File: config.mk
export PLATFORM = sky130hd
export DESIGN_NAME = tcam_action_fifo
export DESIGN_NICKNAME = d
export VERILOG_FILES = /design/src/rtl/tcam_action_fifo.sv
export SDC_FILE = /design/constraint.sdc
export NUM_CORES = 1
export LEC_CHECK = 0
export BUFFER_PORTS_ARGS = -buffer_cell sky130_fd_sc_hd__buf_4
export CAP_MARGIN = 10
export CORE_UTILIZATION = 45
export DETAILED_ROUTE_END_ITERATION = 10
export HOLD_SLACK_MARGIN = 0.06
export PLACE_DENSITY = 0.75
export SLEW_MARGIN = 20
export SYNTH_ARGS = -nofsm -noshare
export SYNTH_HDL_FRONTEND = slang
export SYNTH_SLANG_ARGS = --single-unit
File: constraint.sdc
create_clock -name clk -period 4.8 [get_ports clk]
set_input_delay 0.96 -clock clk [delete_from_list [all_inputs] [get_ports clk]]
set_output_delay 0.96 -clock clk [all_outputs]
set_load 0.02 [all_outputs]
File: src/rtl/tcam_action_fifo.sv
// tcam_action_fifo
// Buffers TCAM lookup results ({hit, index}) ahead of an action stage.
// Storage is a DEPTH-entry circular buffer with first-word-fall-through
// output. In drop mode, misses are consumed without being stored and each
// one is counted in a saturating drop counter. Reset is synchronous and
// active-high.

module tcam_action_fifo #(
  parameter int IDX_W = 4,
  parameter int DEPTH = 4,
  parameter int CNT_W = 16
) (
  input  logic                     clk,
  input  logic                     rst,
  input  logic                     tcam_valid,
  input  logic                     tcam_hit,
  input  logic [IDX_W-1:0]         tcam_hit_index,
  output logic                     tcam_ready,
  input  logic                     drop_miss,
  output logic                     action_valid,
  input  logic                     action_ready,
  output logic                     action_hit,
  output logic [IDX_W-1:0]         action_index,
  output logic [$clog2(DEPTH):0]   level,
  output logic [CNT_W-1:0]         drop_cnt
);

  localparam int AW = $clog2(DEPTH);
  localparam int LW = AW + 1;

  typedef struct packed {
    logic             hit;
    logic [IDX_W-1:0] index;
  } entry_t;

  entry_t        mem [DEPTH];
  logic [AW-1:0] wr_ptr;
  logic [AW-1:0] rd_ptr;
  logic [LW-1:0] count;

  logic accept;
  logic pop;
  logic do_drop;
  logic do_write;

  // Ready and valid depend only on the registered count. This keeps
  // action_ready from reaching tcam_ready through combinational logic.
  assign tcam_ready   = (count != LW'(DEPTH));
  assign action_valid = (count != '0);
  assign level        = count;

  assign accept   = tcam_valid && tcam_ready;
  assign pop      = action_valid && action_ready;
  assign do_drop  = accept && drop_miss && !tcam_hit;
  assign do_write = accept && !do_drop;

  // Present the head entry, and drive zeros while the buffer is empty.
  always_comb begin
    // NOTE: every output is given a default before any condition is tested.
    // Without these defaults, a path that skips an assignment infers a latch.
    action_hit   = 1'b0;
    action_index = '0;
    if (action_valid) begin
      action_hit   = mem[rd_ptr].hit;
      action_index = mem[rd_ptr].index;
    end
  end

  // Write the entry storage. Contents outside the occupied range are never observed.
  always_ff @(posedge clk) begin
    // NOTE: the storage array is deliberately left without a reset. The
    // pointers and count alone define which entries are valid, so leaving
    // the array unreset keeps it mappable to plain RAM.
    if (!rst && do_write) begin
      mem[wr_ptr] <= '{hit: tcam_hit, index: tcam_hit_index};
    end
  end

  // Update the pointers and occupancy. A write and a pop in the same cycle cancel out.
  always_ff @(posedge clk) begin
    // NOTE: sequential state uses non-blocking assignments, so every
    // register samples the values from before the clock edge.
    if (rst) begin
      wr_ptr <= '0;
      rd_ptr <= '0;
      count  <= '0;
    end else begin
      if (do_write) wr_ptr <= wr_ptr + AW'(1);
      if (pop)      rd_ptr <= rd_ptr + AW'(1);
      count <= count + LW'(do_write) - LW'(pop);
    end
  end

  // Count discarded misses. The counter saturates at all-ones.
  always_ff @(posedge clk) begin
    if (rst) begin
      drop_cnt <= '0;
    end else if (do_drop && (drop_cnt != '1)) begin
      drop_cnt <= drop_cnt + CNT_W'(1);
    end
  end

endmodule

Yosys cells after proc, flatten, opt, wreduce, memory -nomap -nowiden

Memories as Yosys holds them, arrays and structs flattened. A register that Yosys moved wholly into a read port is not among the register bits.
Cells that the tools add are included.

Add/subtract/negate cells: 5
Equal/unequal tests: 2
Reduce and logical (&&, ||, !) cells: 11
Mux-type cells: 6

Operator list:

| kind                  | number |
|---|---|
| $add 16x1->16 const B | 1 |
| $ne 16x16->1 const B  | 1 |
| $logic_and 1x1->1     | 7 |
| $add 2x1->2 const B   | 2 |
| $mux 2                | 2 |
| $mux 4                | 1 |
| $add 3x1->3           | 1 |
| $logic_not 1->1       | 3 |
| $mux 1                | 3 |
| $ne 3x3->1 const B    | 1 |
| $reduce_bool 3->1     | 1 |
| $sub 3x1->3           | 1 |

Output and inout port bits: 26
Memories kept: 1
RAM bits: 20
Flip-flop bits (word level): 23

Memory list:

| memory | depth | width | read ports | clocked after Yosys merged registers in | wr ports | line | text |
|---|---|---|---|---|---|---|---|
| mem    | 4     | 5     | 1          | 1                                       | 1        | 36   | `entry_t mem [DEPTH];` |

Logic depth before layout (Yosys ltp)

Gate-level depths: netlist of run 1.

Word-level depth: 9
Mapped depth: 10
Mapped depth without buffers: 9

Worst setup path after synthesis of run 1

Ideal clock, no wire load.

Path kind: input to register
From: in tcam_hit
To: reg count[2], in the netlist level[2]
Stages: 9
Setup time: 0.128 ns
Required time: 4.672 ns
Setup slack: 2.259 ns
Arrival time: 2.413 ns
Cell sequence: nand2b_1 > nand3_1 > ha_1 > inv_1 > ha_1 > fa_1 > xnor2_1 > xnor2_1 > nor2_1

Cells in the longest elaborated chain, start to end: 6

RTL lines:

| element                | line | text |
|---|---|---|
| start: declaration     | 16   | `input logic tcam_hit,` |
| $logic_not 1->1        | 54   | `assign do_drop = accept && drop_miss && !tcam_hit;` |
| $logic_and 1x1->1      | 54   |  |
| $logic_not 1->1        | 55   | `assign do_write = accept && !do_drop;` |
| $logic_and 1x1->1      | 55   |  |
| $add 3x1->3            | 90   | `count <= count + LW'(do_write) - LW'(pop);` |
| $sub 3x1->3            | 90   |  |
| end signal: assignment | 90   |  |
| end: declaration       | 39   | `logic [LW-1:0] count;` |

No other way between the ends.
A chain may end at the register's enable or synchronous reset.

==> run summary, run 1 <==
The share of the clock period used by the worst path after layout is 55.1%. The repair_antennas step left the layout with diodes totalling 0. The net count of the mapped netlist is 206. Summed over all cells, the static leakage comes to 0.934 nW.

For hold timing, the worst endpoint is drop_cnt[1]. The average cell area after synthesis is 11.4 um^2. Setup violations remaining at the end of the flow were counted as 0. The chip height is about 71 um. The distinct cell type count of the synthesized netlist came out at between 40 and 50. The number of rows created at floorplan came out at 24. The source-to-sink clock delay at the later pin of the worst-skew pair is 280 ps. In this design, the stage delay of the slowest critical-path cell is 550 ps.

The number of ports placed on the die boundary is 36. The worst setup path is of the register to output port kind. The clock-pin transition on the worst setup and hold timing paths is 80 ps. The peak ir drop on the vdd network is 0.000185 V. The fmax is 378 MHz. The largest net degree at the start of global routing is 28. Input and output buffers added on the ports amount to 35. In this run the critical register-to-register path is launched from level[1]. The floorplan die area came out at approximately 0.0051 mm^2. The number of detailed-route iterations in the first pass came out at 7. Yosys attributes the largest share of cell area to sky130_fd_sc_hd__edfxtp_1 28%, sky130_fd_sc_hd__dfxtp_1 23%, sky130_fd_sc_hd__mux4_2 5.2%.

Across the run, the number of max-cap violations was 0. CTS placed an instance of sky130_fd_sc_hd__clkbuf_8 at the clock tree root. The count of final max-slew check failures is 0. The area of the mapped netlist came out at 0.00215 mm^2. The number of cells produced by synthesis is 188. The critical path arrival is about 1700 ps. The detail route stage leaves a number of antenna-violating nets equal to 0. The CTS tree is yes.

For the pin with the worst max-slew slack, the measured transition is 484 ps. The largest individual stage delay along the critical path comes from the cell sky130_fd_sc_hd__mux4_2. The number of warnings reported in the yosys synthesis log is 0.

The leading cell type by number of instances after synthesis is sky130_fd_sc_hd__dfxtp_1. The origin of the worst min-delay path is drop_cnt[1]. The commonest cells after synthesis are 25 x sky130_fd_sc_hd__dfxtp_1, 20 x sky130_fd_sc_hd__edfxtp_1, 11 x sky130_fd_sc_hd__and2_1, 11 x sky130_fd_sc_hd__nor2_1, 9 x sky130_fd_sc_hd__a21oi_1.

Setup repair after global routing left no endpoint under its margin. The routed via count is 1562. The area growth from synthesis to layout is 16.9%. STA puts the critical path data required time at ~3800 ps. Dividing the detail-routed wire length by the instance count gives 14.0 um. In this run the tightest slew margin relative to its limit is between 60% and 70%.

Walking the worst path, the cells encountered are mux4_2 > and2_1 > buf_4. Among all flip-flop cells after synthesis, the most frequent one is sky130_fd_sc_hd__dfxtp_1. STA classifies the critical path endpoint as an output port. The global router's overall resource usage came out at 16.1%. The congestion estimate from routability-driven global placement came to 0.811. For this block, the routed nets add up to 3840 um of wire. The synthesized flop and latch total came out at 45.

The power density relative to cell area came out at approximately 390 mW/mm^2. After synthesis, the share of flip-flops with an asynchronous set or reset is 0%. The area of the core came out at around 0.0045 mm^2. The worst clock skew came out at 3.55 ps. Summed over all instances, the cell type with the most area after synthesis is sky130_fd_sc_hd__edfxtp_1.

The number of enable-type register cells in the synthesized netlist came out at 20. The number of setup buffers added after CTS is 0. Cells fill a little under three fifths of the core in the end.

Post-CTS repair changed the size of 0 cells. The portion of synthesized cell area occupied by the leading cell type came out at 27.9%. The x dimension of the die is 71.2 um. The worst register-to-register path ends at level[2]. The number of sinks handled by clock tree synthesis is 45. The number of cells on the worst reg-to-reg path came out at 9. The run finished with clean final reports.

The total grt overflow is 0. The clock period minus worst slack is 2640 ps. The number of antenna violations at the first check in global routing came to 0. The register-to-register setup slack came out at ~2400 ps. The worst hold margin is 527 ps. The net count of the finished layout came out at 239. The number of global-route vias before repair is roughly 1.4k.

The count of buffering cells on the critical path with inverters included is 1. TritonCTS created 5 clock buffers. Cells with a size suffix above 1 make up 24.3% of the layout. The number of hold buffers added after cts is 0. The global-route wire length before repair is approximately 6400 um. Summed over all nets, the half-perimeter wirelength after detailed placement is 2810 um.

The number of DRC violations after detailed-routing iteration 0 is 102. The initial core utilization came out at 48.1%. The number of cells on the worst hold path came out at 2.

The worst setup timing slack at the placement stage came out at roughly 2000 ps. In the final timing run, aggregate negative setup slack is 0 ps. In this design, the largest share of critical-path delay is due to multiplexers.

The final count of hold timing violations came to 0. The count of cells in the finished layout, fillers not included, comes to 274. The number of cells after detailed placement came out at 266. The worst setup path is launched from a register. The worst path setup slack after routing is 2160 ps.

The class of the tightest hold or removal check is register to register. The maximum fanout along the worst path is 5. The H-tree was split into 2 levels. The sequential fraction of the synthesis area came out at 51.2%.

The total DRC errors in the routed layout came out at 0. The via count normalized by instance count is 5.70. Counting along the longest clock path gives a buffer depth of 2.
## per-stage QoR
step / power, mW / cell area [um^2]
after CTS: 1.01 / 2520
final: 0.993 / 2520
after global routing: 1.05 / 2520
after detailed placement: 0.788 / 2430
after global placement: 0.781 / 2430
after floorplan: 0.685 / 2150
## report_power, final
part           switching, mW  internal (mW)  total [mW]
clock network          0.117          0.101       0.218
registers             0.0331          0.432       0.465
logic                  0.159          0.150       0.309
total                  0.310          0.683       0.993
## placed cells by master (no fill, tap or decap), types with 3 or more instances in the layout
cell,netlist,final
sky130_fd_sc_hd__nor2_1,11,11
sky130_fd_sc_hd__dfxtp_1,25,25
sky130_fd_sc_hd__a211oi_1,4,4
sky130_fd_sc_hd__ha_1,7,7
sky130_fd_sc_hd__buf_4,1,35
sky130_fd_sc_hd__o31ai_1,6,6
sky130_fd_sc_hd__clkbuf_8,0,5
sky130_fd_sc_hd__and2_1,11,11
sky130_fd_sc_hd__xnor2_1,4,4
sky130_fd_sc_hd__and4_1,3,3
sky130_fd_sc_hd__mux4_2,5,5
sky130_fd_sc_hd__nor3_1,5,5
sky130_fd_sc_hd__or4_1,7,7
sky130_fd_sc_hd__mux2_1,3,3
sky130_fd_sc_hd__nor2b_1,5,5
sky130_fd_sc_hd__inv_1,8,8
sky130_fd_sc_hd__a21oi_1,9,9
sky130_fd_sc_hd__edfxtp_1,20,20
sky130_fd_sc_hd__nand3_1,7,7
sky130_fd_sc_hd__nand4_1,4,4
sky130_fd_sc_hd__nand2_1,8,8
## worst min-delay path, stage by stage (launching register included)
cell                      delay (ps)
sky130_fd_sc_hd__dfxtp_1         360
sky130_fd_sc_hd__nand2_1          70
sky130_fd_sc_hd__mux2i_1          60
## worst max-delay path by stage
stage / to / cells after the start
after CTS: action_index[3] / 3
after global placement: level[2] / 10
after detailed placement: level[2] / 10
after global routing: action_index[3] / 3
final: action_index[3] / 3
after floorplan: level[2] / 9
## layer usage
metal	wire, um	global-route usage (%)	up-vias
li1	-	-	768
met1	1950	22.5	761
met2	1760	24.9	31
met3	119	3.99	2
met4	21	4.67	0
met5	0	0	-
## registers in the layout, indices dropped and copies added, names as in the netlist, named ones only
| signal | flops |
|---|---|
| drop_cnt | 16 |
| level | 3 |
| mem | 20 |
| rd_ptr | 2 |
| wr_ptr | 2 |
## cells by family (layout without fill, tap and decap cells)
kind of cell,Yosys count,in the layout,share of synthesized area (%)
AND/OR/NAND/NOR,78,78,23.0
flip-flops,45,45,51.2
AO/OA/AOI/OAI,25,25,7.50
buffers and inverters,17,51,3.55
multiplexers,10,10,7.73
adder cells (fa/ha/maj),8,8,5.00
XOR/XNOR,5,5,2.03
## cell type report
cell class	count	area (um^2)
clock buffers	6	72.6
clock inverters	2	10.0
fillers	396	1960
inverters	8	30.0
multi-input cells	126	975
flip-flops and latches	45	1100
well taps	52	65.1
repair buffers	35	263
(Power assumes the default switching activity.)
==> run 2, diff against run 1 <==
Settings changed: PLACE_DENSITY 0.75 to 0.78.
Clock period 4.8 ns to 2.2 ns, I/O delays scaled along.
==> run 2 against run 1 <==
The flow now finishes with violations (DRC). Worst hold slack got worse by 170 ps. Wire length increased by 0.52%. Die area unchanged. Cell count increased by 1.5%. First-iteration DRC count decreased by 20%. Clock skew increased by 2.9 ps. Flip-flop and latch count unchanged. Core utilization increased by 1.9 points. Critical path type unchanged. Largest cell class unchanged.
==> run summary, run 2 (synthesis gave the netlist of run 1 again) <==
Setup repair after global routing left no endpoint under its margin. The critical path launch point type is a register. The portion of total power attributed to combinational logic is 34.8%. The chip height came out at 71.2 um. After the first detailed-routing iteration, the DRC count stood at between 80 and 90. The total grt overflow is 0. The portion of total power attributed to the clock network came out at 20.6%. The area of the core is about 0.0045 mm^2.

The internal power consumption came out at ~1.6 mW. The number of cells on the worst reg-to-reg path is 9. Counting I/O delays and the setup requirement, the final critical path takes 2130 ps. The checks that failed: DRC. The post-route netlist has 30.5% of its cells at a drive strength greater than 1. The transition time of the tightest slew-check pin is 469 ps. The cell area after placement came out at 0.00251 mm^2. The number of ports placed on the die boundary is 36. The net count of the finished layout is 243.

In this run, CTS created clock tree buffers numbering 5. The peak ir drop on the vdd network is roughly 0.00047 V. Once placement completed, the tool counted placed cells totaling 269.

The floorplan die area came out at 0.00506 mm^2. The number of rows created at floorplan is 24. The total DRC errors in the routed layout is 3. The number of hold buffers added after cts came out at 0.

The largest net degree at the start of global routing is 28. The run finished, with violations left. The half-perimeter wire length after detailed placement came out at 2850 um. The final non-filler cell area is 0.00260 mm^2. In the layout the commonest cells are 39 x sky130_fd_sc_hd__buf_4, 22 x sky130_fd_sc_hd__dfxtp_1, 20 x sky130_fd_sc_hd__edfxtp_1. The number of detailed-route iterations in the first pass came out at 8. The final count of hold timing violations is 0.

The share of power burned in registers is 44.6%. The fill cell total of the finished layout came out at 371. The final setup TNS came out at 0 ps. The x dimension of the die is 71.2 um. The initial core utilization is 48.1%. The first global-routing pass estimated 6250 um of wire. The CTS tree is yes. The fmax is 470 MHz.

The source-to-sink clock delay at the later pin of the worst-skew pair came out at 290 ps. Dividing the detail-routed wire length by the instance count gives 13.9 um. The clock root buffer is sky130_fd_sc_hd__clkbuf_8. The number of antenna violations at the first check in global routing was 0. The number of antenna cells inserted came out at 0.

The number of sinks handled by clock tree synthesis came out at 45. The switching power of the nets is 714 uW. The area added between synthesis and finish came out at 20.9%. The maximum fanout along the worst path is 5. Data on the critical path is required at its endpoint by 1760 ps.

Between clock sinks in the finished design, the worst skew comes to 6.42 ps. The maximum buffer depth of the clock tree is 2. The routed via count came out at around 1.5k. The switching share of power came out at roughly 31%. The via count normalized by instance count came out at 5.54. The number of global-route vias before repair came out at about 1.4k. The weighted congestion at the end of routability-driven global placement is 0.761. The clock-pin transition on the worst setup and hold timing paths came out at 70 ps. The worst setup timing slack at the placement stage came out at 16.9 ps. In this run the remaining antenna-violating nets after routing total 0. The worst path setup slack after routing came out at 72.9 ps.

The critical path is of the register to output port type. The static power due to leakage is 0.962 nW. The max-capacitance violation count is 0. The quantity of I/O buffers inserted on ports is 35.

Global routing used 15.9% of the available tracks. Leaving out fill and tap cells, the most frequent cell in the layout is sky130_fd_sc_hd__buf_4. STA classifies the critical path endpoint as an output port.

The flip-flop count of the largest register, all copies and words added is 20. The register name with the most flops is mem. The final-report setup violation count is 0.

The worst hold path belongs to the class input port to register. The number of H-tree levels came out at 2. The count of final max-slew check failures came out at 0.

The wire length reported by the detailed router came out at around 3900 um. The number of standard cells in the final layout excluding fillers is around 280. The critical path arrival came out at 1690 ps. The share of the clock period used by the worst path after layout came out at 96.7%.

In this run the power density over the cells is a little under 900 mW/mm^2. The relative slew slack came out at 68.5%. The number of cells on the worst hold path came out at 1.
-- run 2: cell types whose count changed in the layout (fill, tap and decap cells not counted), moves of 2 or more --
cell	change
sky130_fd_sc_hd__buf_4	+4
sky130_fd_sc_hd__dfxtp_1	-3
sky130_fd_sc_hd__dfxtp_4	+2
sky130_fd_sc_hd__ha_1	-2
sky130_fd_sc_hd__ha_4	+2
-- run 2: power by group through the flow --
stage / sequential (mW) / combinational [mW] / clock (mW)
2_1_floorplan: 1.05 / 0.548 / 0
3_3_place_gp: 1.05 / 0.766 / 0
3_5_place_dp: 1.05 / 0.786 / 0
4_1_cts: 1.04 / 0.801 / 0.481
5_1_grt: 1.04 / 0.876 / 0.522
6_report: 1.03 / 0.803 / 0.475
-- run 2: repair_timing --
| item | 4_1_cts | 5_1_grt |
|---|---|---|
| resized for setup | 1 | 0 |
| endpoints found under the setup margin | 1 | 1 |
| pin swaps | 0 | 3 |
| buffers inserted | 0 | 1 |
-- run 2: routing by layer --
| metal | track usage [%] | share of wire (%) |
|---|---|---|
| met5 | 0 | 0 |
| met4 | 5.33 | 1.3 |
| met3 | 2.99 | 4.2 |
| met2 | 25.0 | 44 |
| met1 | 22.1 | 50 |
-- run 2: worst paths after layout --
check	start	end	slack (ps)
worst max-delay path	register	action_hit	70
worst min-delay path	tcam_hit_index[2]	mem[0][2]	360
worst min register to register	drop_cnt[5]	drop_cnt[5]	520
worst max register to register	level[1]	level[2]	80
-- run 2: cell type report --
type,instances,area (um^2),share of cell area (%)
repair buffers,39,293,11.2
inverters,8,30.0,1.15
well taps,52,65.1,2.50
multi-input cells,126,1020,39.3
clock inverters,2,10.0,0.385
clock buffers,6,72.6,2.79
flip-flops and latches,45,1110,42.6
-- run 2: worst max-delay path, stage by stage, from the launching register on --
cell,delay (ps)
sky130_fd_sc_hd__dfxtp_1,520
sky130_fd_sc_hd__mux4_2,550
sky130_fd_sc_hd__and2_1,180
sky130_fd_sc_hd__buf_4,160
-- run 2: through the flow --
stage               hold WS (ps)  util (%)  power (mW)
global placement             494      56.0        1.81
finish                       356      58.2        2.31
global route                 344      58.2        2.44
detailed placement           502      56.0        1.84
floorplan                    485         -        1.60
CTS                          350      58.0        2.32
